File: config.mk
export PLATFORM = sky130hd
export DESIGN_NAME = square_fixed
export DESIGN_NICKNAME = d
export VERILOG_FILES = /design/src/rtl/square_fixed_pkg.sv /design/src/rtl/square_fixed.sv
export SDC_FILE = /design/constraint.sdc
export NUM_CORES = 1
export LEC_CHECK = 0
export BUFFER_PORTS_ARGS = -buffer_cell sky130_fd_sc_hd__buf_2
export CORE_MARGIN = 3
export CORE_UTILIZATION = 50
export DETAILED_ROUTE_END_ITERATION = 10
export PLACE_DENSITY = 0.67
export SLEW_MARGIN = 25
export SYNTH_ARGS = -nofsm -noshare
export SYNTH_HDL_FRONTEND = slang
export SYNTH_SLANG_ARGS = --single-unit
File: constraint.sdc
create_clock -name clk -period 5.2 [get_ports clk]
set_input_delay 0.78 -clock clk [delete_from_list [all_inputs] [get_ports clk]]
set_output_delay 0.78 -clock clk [all_outputs]
set_load 0.05 [all_outputs]
File: src/rtl/square_fixed_pkg.sv
// Shared fixed-point constants and state encoding for the ray-tracer
// squarer and square-root units.
package square_fixed_pkg;

   localparam int FIXED_POINT_BITS    = 4;
   localparam int SR_FIXED_POINT_BITS = 16;

   typedef enum logic [1:0] {
      SQ_IDLE,
      SQ_MUL,
      SQ_ROUND,
      SQ_DONE
   } sq_state_t;

endpackage

File: src/rtl/square_fixed.sv
// Iterative shift-add squarer: unsigned Q8.16 X in, rounded and saturated
// Q8.4 X^2 out. One product bit per clock, start/busy/done handshake.
module square_fixed
   import square_fixed_pkg::*;
#(
   parameter int IN_W     = 24,
   parameter int IN_FRAC  = SR_FIXED_POINT_BITS,
   parameter int OUT_W    = 12,
   parameter int OUT_FRAC = FIXED_POINT_BITS
) (
   input  logic             clk,
   input  logic             rst_,
   input  logic             start,
   input  logic [IN_W-1:0]  X,
   output logic             busy,
   output logic             done,
   output logic [OUT_W-1:0] Y,
   output logic             ovf
);

   localparam int P_W   = 2 * IN_W;
   localparam int SH    = 2 * IN_FRAC - OUT_FRAC;
   localparam int CNT_W = $clog2(IN_W);

   localparam logic [P_W:0]       HALF  = (P_W + 1)'(1) << (SH - 1);
   localparam logic [P_W:0]       Y_MAX = {{(P_W + 1 - OUT_W){1'b0}}, {OUT_W{1'b1}}};
   localparam logic [CNT_W-1:0]   CNT_LAST = CNT_W'(IN_W - 1);

   sq_state_t        state;
   logic [P_W-1:0]   acc;
   logic [P_W-1:0]   mcand;
   logic [IN_W-1:0]  mult;
   logic [CNT_W-1:0] cnt;

   // Extra top bit keeps the half-LSB add from wrapping when acc is all ones.
   function automatic logic [P_W:0] round_half_up(input logic [P_W-1:0] p);
      return ({1'b0, p} + HALF) >> SH;
   endfunction

   function automatic logic [OUT_W:0] saturate(input logic [P_W:0] r);
      if (r > Y_MAX)
         return {1'b1, {OUT_W{1'b1}}};
      return {1'b0, r[OUT_W-1:0]};
   endfunction

   always_ff @(posedge clk or negedge rst_) begin
      if (!rst_) begin
         state <= SQ_IDLE;
         busy  <= 1'b0;
         done  <= 1'b0;
         Y     <= '0;
         ovf   <= 1'b0;
         acc   <= '0;
         mcand <= '0;
         mult  <= '0;
         cnt   <= '0;
      end else begin
         done <= 1'b0;
         case (state)
            SQ_IDLE: begin
               if (start) begin
                  mcand <= {{IN_W{1'b0}}, X};
                  mult  <= X;
                  acc   <= '0;
                  cnt   <= '0;
                  busy  <= 1'b1;
                  state <= SQ_MUL;
               end
            end
            // mcand is pre-shifted each step, so it always equals X << cnt.
            SQ_MUL: begin
               if (mult[0])
                  acc <= acc + mcand;
               mcand <= mcand << 1;
               mult  <= mult >> 1;
               cnt   <= cnt + CNT_W'(1);
               if (cnt == CNT_LAST)
                  state <= SQ_ROUND;
            end
            SQ_ROUND: begin
               {ovf, Y} <= saturate(round_half_up(acc));
               done     <= 1'b1;
               state    <= SQ_DONE;
            end
            SQ_DONE: begin
               busy  <= 1'b0;
               state <= SQ_IDLE;
            end
            default: state <= SQ_IDLE;
         endcase
      end
   end

endmodule

==> results.sh, run 1 <==
export IMPL_wl_final_um=20400
export IMPL_cts_tree="yes"
export IMPL_arithmetic_cell_share_of_the_synthesized_area_counting_full_adders_half_adders_and_majority_gates=0.0789
export IMPL_synth_most_common_cell="dfrtp_1"
export IMPL_post_synth_top_area_cell="dfrtp_1"
export IMPL_grt_antenna_before_repair=0
export IMPL_tightest_slew_ns=0.929
export IMPL_power_ir_vdd_worst_mv=0.346
export IMPL_pre_repair_dr_iteration_count=5
export IMPL_dp_hpwl_um=14300
export IMPL_setup_viol=0
export IMPL_grt_overflow_total=0
export IMPL_syn_mean_instance_area_um2=8.89
export IMPL_num_antenna_cells=0
export IMPL_clockPowerShare=0.228
export IMPL_netlist_top_cells_area="dfrtp_1 41%, ha_1 7.7%, a21oi_1 6.4%"
export IMPL_syn_cell_area_um2=8650
export IMPL_synth_xor_xnor_area_share=0.0536
export IMPL_critical_path_required_ns=5.47
export IMPL_cts_buffer_count=17
export IMPL_post_detailed_route_via_to_cell_ratio=5.78
export IMPL_cts_num_sinks=142
export IMPL_synth_top_family_by_area="compound AO/OA/AOI/OAI gates"
export IMPL_synth_mux_area_fraction=0.00723
export IMPL_drt_iter0_drcs=435
export IMPL_min_period_over_period=0.654
export IMPL_totalNegativeSetupSlack_ns=0
export IMPL_share_of_async_settable_or_async_resettable_flops_after_synthesis=1.00
export IMPL_syn_instance_count=973
export IMPL_dieArea_um2=18900
export IMPL_initial_utilization=0.516
export IMPL_run_status="completed"
export IMPL_top_layer="met4"
export IMPL_final_hold_viol_count=0
export IMPL_total_power_mw=5.49
export IMPL_timing_worst_setup_path_type="reg -> reg"
export IMPL_netlist_cell_type_count=70
export IMPL_power_share_sequential=0.324
export IMPL_critical_path_max_fanout=4
export IMPL_floorplan_rows=47
export IMPL_grt_first_pass_wirelength_um=33400
export IMPL_synthDominantCellAreaShare=0.411
export IMPL_reg2regPathDepth=11
export IMPL_switching_power_mw=2.47
export IMPL_yosys_register_bits=142
export IMPL_htree_levels=4
export IMPL_critPathMostFrequentCell="a31o_2"
export IMPL_power_share_combinational=0.448
export IMPL_clkLatencyLatePin_ns=0.44
export IMPL_port_buffers=41
export IMPL_finalWeightedCongestion=0.887
export IMPL_total_met2_wirelength_after_detailed_routing_um=9540
export IMPL_synth_simple_area_share=0.166
export IMPL_p_int_mw=3.02
export IMPL_routedWlPerCell_um=16.8
export IMPL_achievable_clock_frequency_mhz=294
export IMPL_synth_fp_nets=1054
export IMPL_clk_pin_slew_ns=0.07
export IMPL_num_io_pins=42
export IMPL_crit_cells=11
export IMPL_hold_buffers=0
export IMPL_ys_seq_area_frac=0.411
export IMPL_period_minus_slack_ns=3.40
export IMPL_vias=7044
export IMPL_final_max_slew_violation_count=0
export IMPL_ant_nets=0
export IMPL_cts_post_setup_buffers_inserted=0
export IMPL_yosys_warnings=0
export IMPL_synthFlopType="dfrtp_1"
export IMPL_worst_path_dominant_cell_family="compound AO/OA/AOI/OAI gates"
export IMPL_wl_met1_um=9840
export IMPL_max_clock_path_buffers=2
export IMPL_max_cap_viol_count=0
export IMPL_post_route_drc=0
export IMPL_num_nets_final=1067
export IMPL_finClkSkew_ns=0.0107
export IMPL_largest_net_degree_at_the_start_of_global_routing=108
export IMPL_first_global_vias=6588
export IMPL_final_layout_size_suffix_gt1_frac=0.106
export IMPL_power_switching_share=0.449
export IMPL_p_leak_nw=4.50
export IMPL_cp_buffers_inverters=0
export IMPL_crit_slowest_cell="fa_1"
export IMPL_grtUsageTotal=0.223
export IMPL_met3_length_um=751
export IMPL_synth_cells_most_frequent="142 x dfrtp_1, 137 x nand2_1, 111 x a21oi_1, 110 x o21ai_0, 53 x ha_1"
export IMPL_die_y_um=138
export IMPL_power_density_relative_to_cell_area_nw_per_um2=572
export IMPL_worstSetupEndpointType="flop"
export IMPL_cp_arrival_ns=3.68
export IMPL_rsz0062_at_grt="no"
export IMPL_synth_edf_count=0
export IMPL_cp_cell_sequence="ha_1 > fa_1 > a21o_2 > a221o_1 > a31o_2 > a211oi_1 > o211ai_1 > a31o_2 > a21oi_1 > xor2_1 > o21ai_0"
export IMPL_area_growth_pct=10.9
export IMPL_core_area_um2=16800
export IMPL_start_kind="flop"
export IMPL_worst_path_largest_cell_delay_ns=0.42
export IMPL_synth_compound_gate_area_share=0.249
export IMPL_slew_headroom=0.381
export IMPL_die_w_um=138
export IMPL_clk_root_buffer_cell="clkbuf_16"
export IMPL_ctsResizeCount=0
export IMPL_layout_filler_cells=1522
export IMPL_worstHoldPathType="in -> async"
kinds of logic after synthesis:
| family | count (synthesis) |
|---|---|
| mux | 6 |
| simple gates | 299 |
| xor+xnor | 53 |
| fa+ha+maj | 54 |
| buf+inv | 73 |
| flops | 142 |
| compound gates | 346 |
stage by stage:
| step | util | setup WS [ns] | instance area, um^2 | instances | hold slack [ns] |
|---|---|---|---|---|---|
| final | 0.572 | 1.80 | 9590 | 1219 | 0.373 |
| after detailed placement | 0.537 | 1.85 | 9000 | 1187 | 0.471 |
| after global placement | 0.536 | 1.90 | 8980 | 1186 | 0.463 |
| after floorplan | - | 2.12 | 8650 | 973 | 0.450 |
| after global routing | 0.572 | 1.60 | 9590 | 1219 | 0.505 |
| after CTS | 0.572 | 1.82 | 9590 | 1219 | 0.485 |
registers in the layout, summed over array words and instances (netlist names):
signal	flops
mcand	48
mult	24
cnt	5
busy	1
done	1
state	2
ovf	1
acc	48
Y	12
power by group through the flow:
| stage | Clock [mW] | Combinational (mW) | Sequential (mW) |
|---|---|---|---|
| 2_1_floorplan | 0 | 1.72 | 1.91 |
| 6_report | 1.25 | 2.46 | 1.78 |
| 5_1_grt | 1.32 | 2.76 | 1.83 |
| 4_1_cts | 1.27 | 2.46 | 1.78 |
| 3_3_place_gp | 0 | 2.39 | 1.79 |
| 3_5_place_dp | 0 | 2.45 | 1.80 |
final timing paths:
path	from	to	slack, ns
worst max register to register	mcand[0]	acc[38]	1.80
worst min register to register	mult[7]	mult[7]	0.48
worst min-delay path	rst_	Y[6]	0.37
max in group asynchronous	rst_	acc[42]	3.83
min in group clk	mult[7]	mult[7]	0.48
worst max-delay path	mcand[0]	acc[38]	1.80
worst register-to-register path: cells and delay by family (launching register included):
kind / cells / cell delay, ns
compound gates: 8 / 2.01
xor+xnor: 1 / 0.16
fa+ha+maj: 2 / 0.66
flops: 1 / 0.41
layout by cell type, fill, tap and decap left out, drive strengths merged, types with 3 or more instances in the layout:
cell type and count:
nand4 15, o31ai 6, clkbuf 20, dfrtp 142, o211ai 8, nor4 3
xor2 27, a31oi 8, a21o 29, buf 46, nor2 42, a22o 29
and3 13, xnor2 26, nor3 15, and4 5, o21a 4, nand3 15
or2 4, a221o 3, a22oi 5, ha 53, o21ai 111, a21oi 111
o311ai 3, inv 27, o21bai 8, nand2b 5, and2 7, mux2i 4
nor2b 30, nand2 138
cell type report:
cell class	instances	area, um^2	share of cell area
clock buffer	19	443	0.0462
inverter	20	75.1	0.00782
clock inverter	13	153	0.0159
multi-input combinational	758	4820	0.503
tap	220	275	0.0287
timing repair buffer	47	272	0.0283
sequential	142	3550	0.370
routing by layer:
metal	up-vias	track usage
met4	0	0.0593
met1	3357	0.318
met5	-	0
li1	3526	-
met3	28	0.0475
met2	133	0.344
Note: power is estimated with default switching activity, not from simulation.
==> inputs of run 2 (changes only) <==
==> constraint.sdc (replaced) <==
create_clock -name clk -period 3.29 [get_ports clk]
set_input_delay 0.4935 -clock clk [delete_from_list [all_inputs] [get_ports clk]]
set_output_delay 0.4935 -clock clk [all_outputs]
set_load 0.05 [all_outputs]
==> run 2 against run 1 <==
Net effect:
- die area stayed put
- clock power grew 52%
- final cell count rose by 1.7%
- final area grew 2.0%
- clock skew is 0.0015 ns lower
- global-route usage increased by 0.31 points
- non-clock buffer count grew 21
- highest routed layer is now met5
==> results.sh, run 2 (same netlist as run 1, synthesis figures left out) <==
export IMPL_run_status="completed"
export IMPL_post_detailed_route_via_to_cell_ratio=5.76
export IMPL_critical_path_required_ns=3.66
export IMPL_die_w_um=138
export IMPL_finished_layout_cell_area_um2=9780
export IMPL_max_clock_path_buffers=2
export IMPL_final_hold_viol_count=0
export IMPL_cts_tree="yes"
export IMPL_worst_r2r_setup_slack_ns=0.18
export IMPL_layout_setup_ws_ns=0.180
export IMPL_port_buffers=41
export IMPL_num_antenna_cells=0
export IMPL_cts_num_sinks=142
export IMPL_timing_worst_setup_path_type="reg -> reg"
export IMPL_dieArea_um2=18900
export IMPL_largestRegisters="acc (48), mcand (48), mult (24)"
export IMPL_num_io_pins=42
export IMPL_placed_standard_cell_area_um2=9160
export IMPL_slew_headroom=0.511
export IMPL_period_minus_slack_ns=3.11
export IMPL_setup_viol=0
export IMPL_ant_nets=0
export IMPL_grtUsageTotal=0.226
export IMPL_clk_pin_slew_ns=0.06
export IMPL_gr_usage_met3=0.0449
export IMPL_layout_common_cells="142 x dfrtp_1, 137 x nand2_1, 111 x a21oi_1"
export IMPL_p_leak_nw=4.62
export IMPL_htree_levels=4
export IMPL_achievable_clock_frequency_mhz=322
export IMPL_floorplan_rows=47
export IMPL_place_detailed_instances=1207
export IMPL_first_global_vias=6773
export IMPL_clkLatencyLatePin_ns=0.43
export IMPL_wl_final_um=20400
export IMPL_hold_buffers=0
export IMPL_start_kind="flop"
export IMPL_regArea_um2=3550
export IMPL_pre_repair_dr_iteration_count=5
export IMPL_layout_filler_cells=1466
export IMPL_globalRouteMet1Util=0.322
export IMPL_finClkSkew_ns=0.00920
export IMPL_cp_arrival_ns=3.48
export IMPL_drt_iter0_drcs=486
export IMPL_vias=7137
export IMPL_num_nets_final=1088
export IMPL_tightest_slew_ns=0.734
export IMPL_area_growth_pct=13.0
export IMPL_die_y_um=138
export IMPL_totalNegativeSetupSlack_ns=0
export IMPL_rsz0062_at_grt="no"
export IMPL_initial_utilization=0.516
export IMPL_grt_antenna_before_repair=1
export IMPL_power_density_relative_to_cell_area_nw_per_um2=895
export IMPL_min_period_over_period=0.945
export IMPL_grt_overflow_total=0
export IMPL_clk_root_buffer_cell="clkbuf_16"
export IMPL_routedWlPerCell_um=16.4
export IMPL_finalNonFillerCells=1240
export IMPL_post_route_drc=0
export IMPL_global_route_met2_usage=0.355
export IMPL_final_util=0.584
export IMPL_max_cap_viol_count=0
export IMPL_total_power_mw=8.75
export IMPL_largest_net_degree_at_the_start_of_global_routing=78
export IMPL_worstHoldPathType="in -> async"
export IMPL_post_placement_worst_setup_slack_ns=0.0368
export IMPL_layout_cells_most_common="dfrtp_1"
export IMPL_core_area_um2=16800
export IMPL_worstSetupEndpointType="flop"
export IMPL_power_ir_vdd_worst_mv=0.604
export IMPL_final_max_slew_violation_count=0
export IMPL_finalWeightedCongestion=0.887
export IMPL_grt_busiest_layer="met2"
export IMPL_multiInputGateArea_um2=4860
export IMPL_critical_path_max_fanout=4
export IMPL_final_layout_size_suffix_gt1_frac=0.128
export IMPL_cts_buffer_count=17
export IMPL_grt_first_pass_wirelength_um=34200
export IMPL_final_hold_worst_slack_ns=0.0980
export IMPL_dp_hpwl_um=14800
-- run 2: cell types whose count changed in the layout (fill, tap and decap cells not counted), sizes merged --
cell	delta
clkinv	+2
buf	+22
bufinv	-1
clkinvlp	+4
inv	-6
-- run 2: worst max-delay path, stage by stage, from the launching register on --
cell,delay (ns)
dfrtp_1,0.41
ha_1,0.34
o211a_1,0.24
a2111o_1,0.50
a41oi_4,0.25
o41ai_4,0.14
nor4b_4,0.29
o311ai_1,0.16
and3_1,0.20
or4_1,0.46
nand3_1,0.08
-- run 2: power by group --
part           switching [mW]  internal [mW]
Combinational            2.66           1.39
Clock                   0.796           1.10
Sequential              0.450           2.35
Total                    3.91           4.84
-- run 2: area by class of cell --
cell class | instances | area share
Multi-Input combinational cell | 758 | 0.497
Inverter | 20 | 0.00767
Clock buffer | 20 | 0.0477
Tap cell | 220 | 0.0281
Sequential cell | 142 | 0.363
Clock inverter | 12 | 0.0114
Timing Repair Buffer | 68 | 0.0449
-- run 2: worst paths after layout --
| path | start | end | cells after the start |
|---|---|---|---|
| max | mcand[2] | acc[47] | 10 |
| max in group asynchronous | rst_ | acc[17] | 2 |
| min | rst_ | mcand[38] | 1 |
| min in group clk | X[23] | mult[23] | 2 |
| min reg2reg | mult[3] | mult[3] | 2 |
| max reg2reg | mcand[2] | acc[47] | 10 |
-- run 2: routing by layer --
metal  vias to the layer above  part of all wire
met5                         -           0.00064
met4                         2            0.0088
met3                        19             0.033
met2                       114              0.47
met1                      3438              0.49
li1                       3564                 -
-- run 2: timing repair --
action / 4_1_cts / 5_1_grt
resized for setup: 0 / 7
endpoints found under the hold margin: 0 / 0
endpoints found under the setup margin: 0 / 7
buffers inserted: 0 / 1
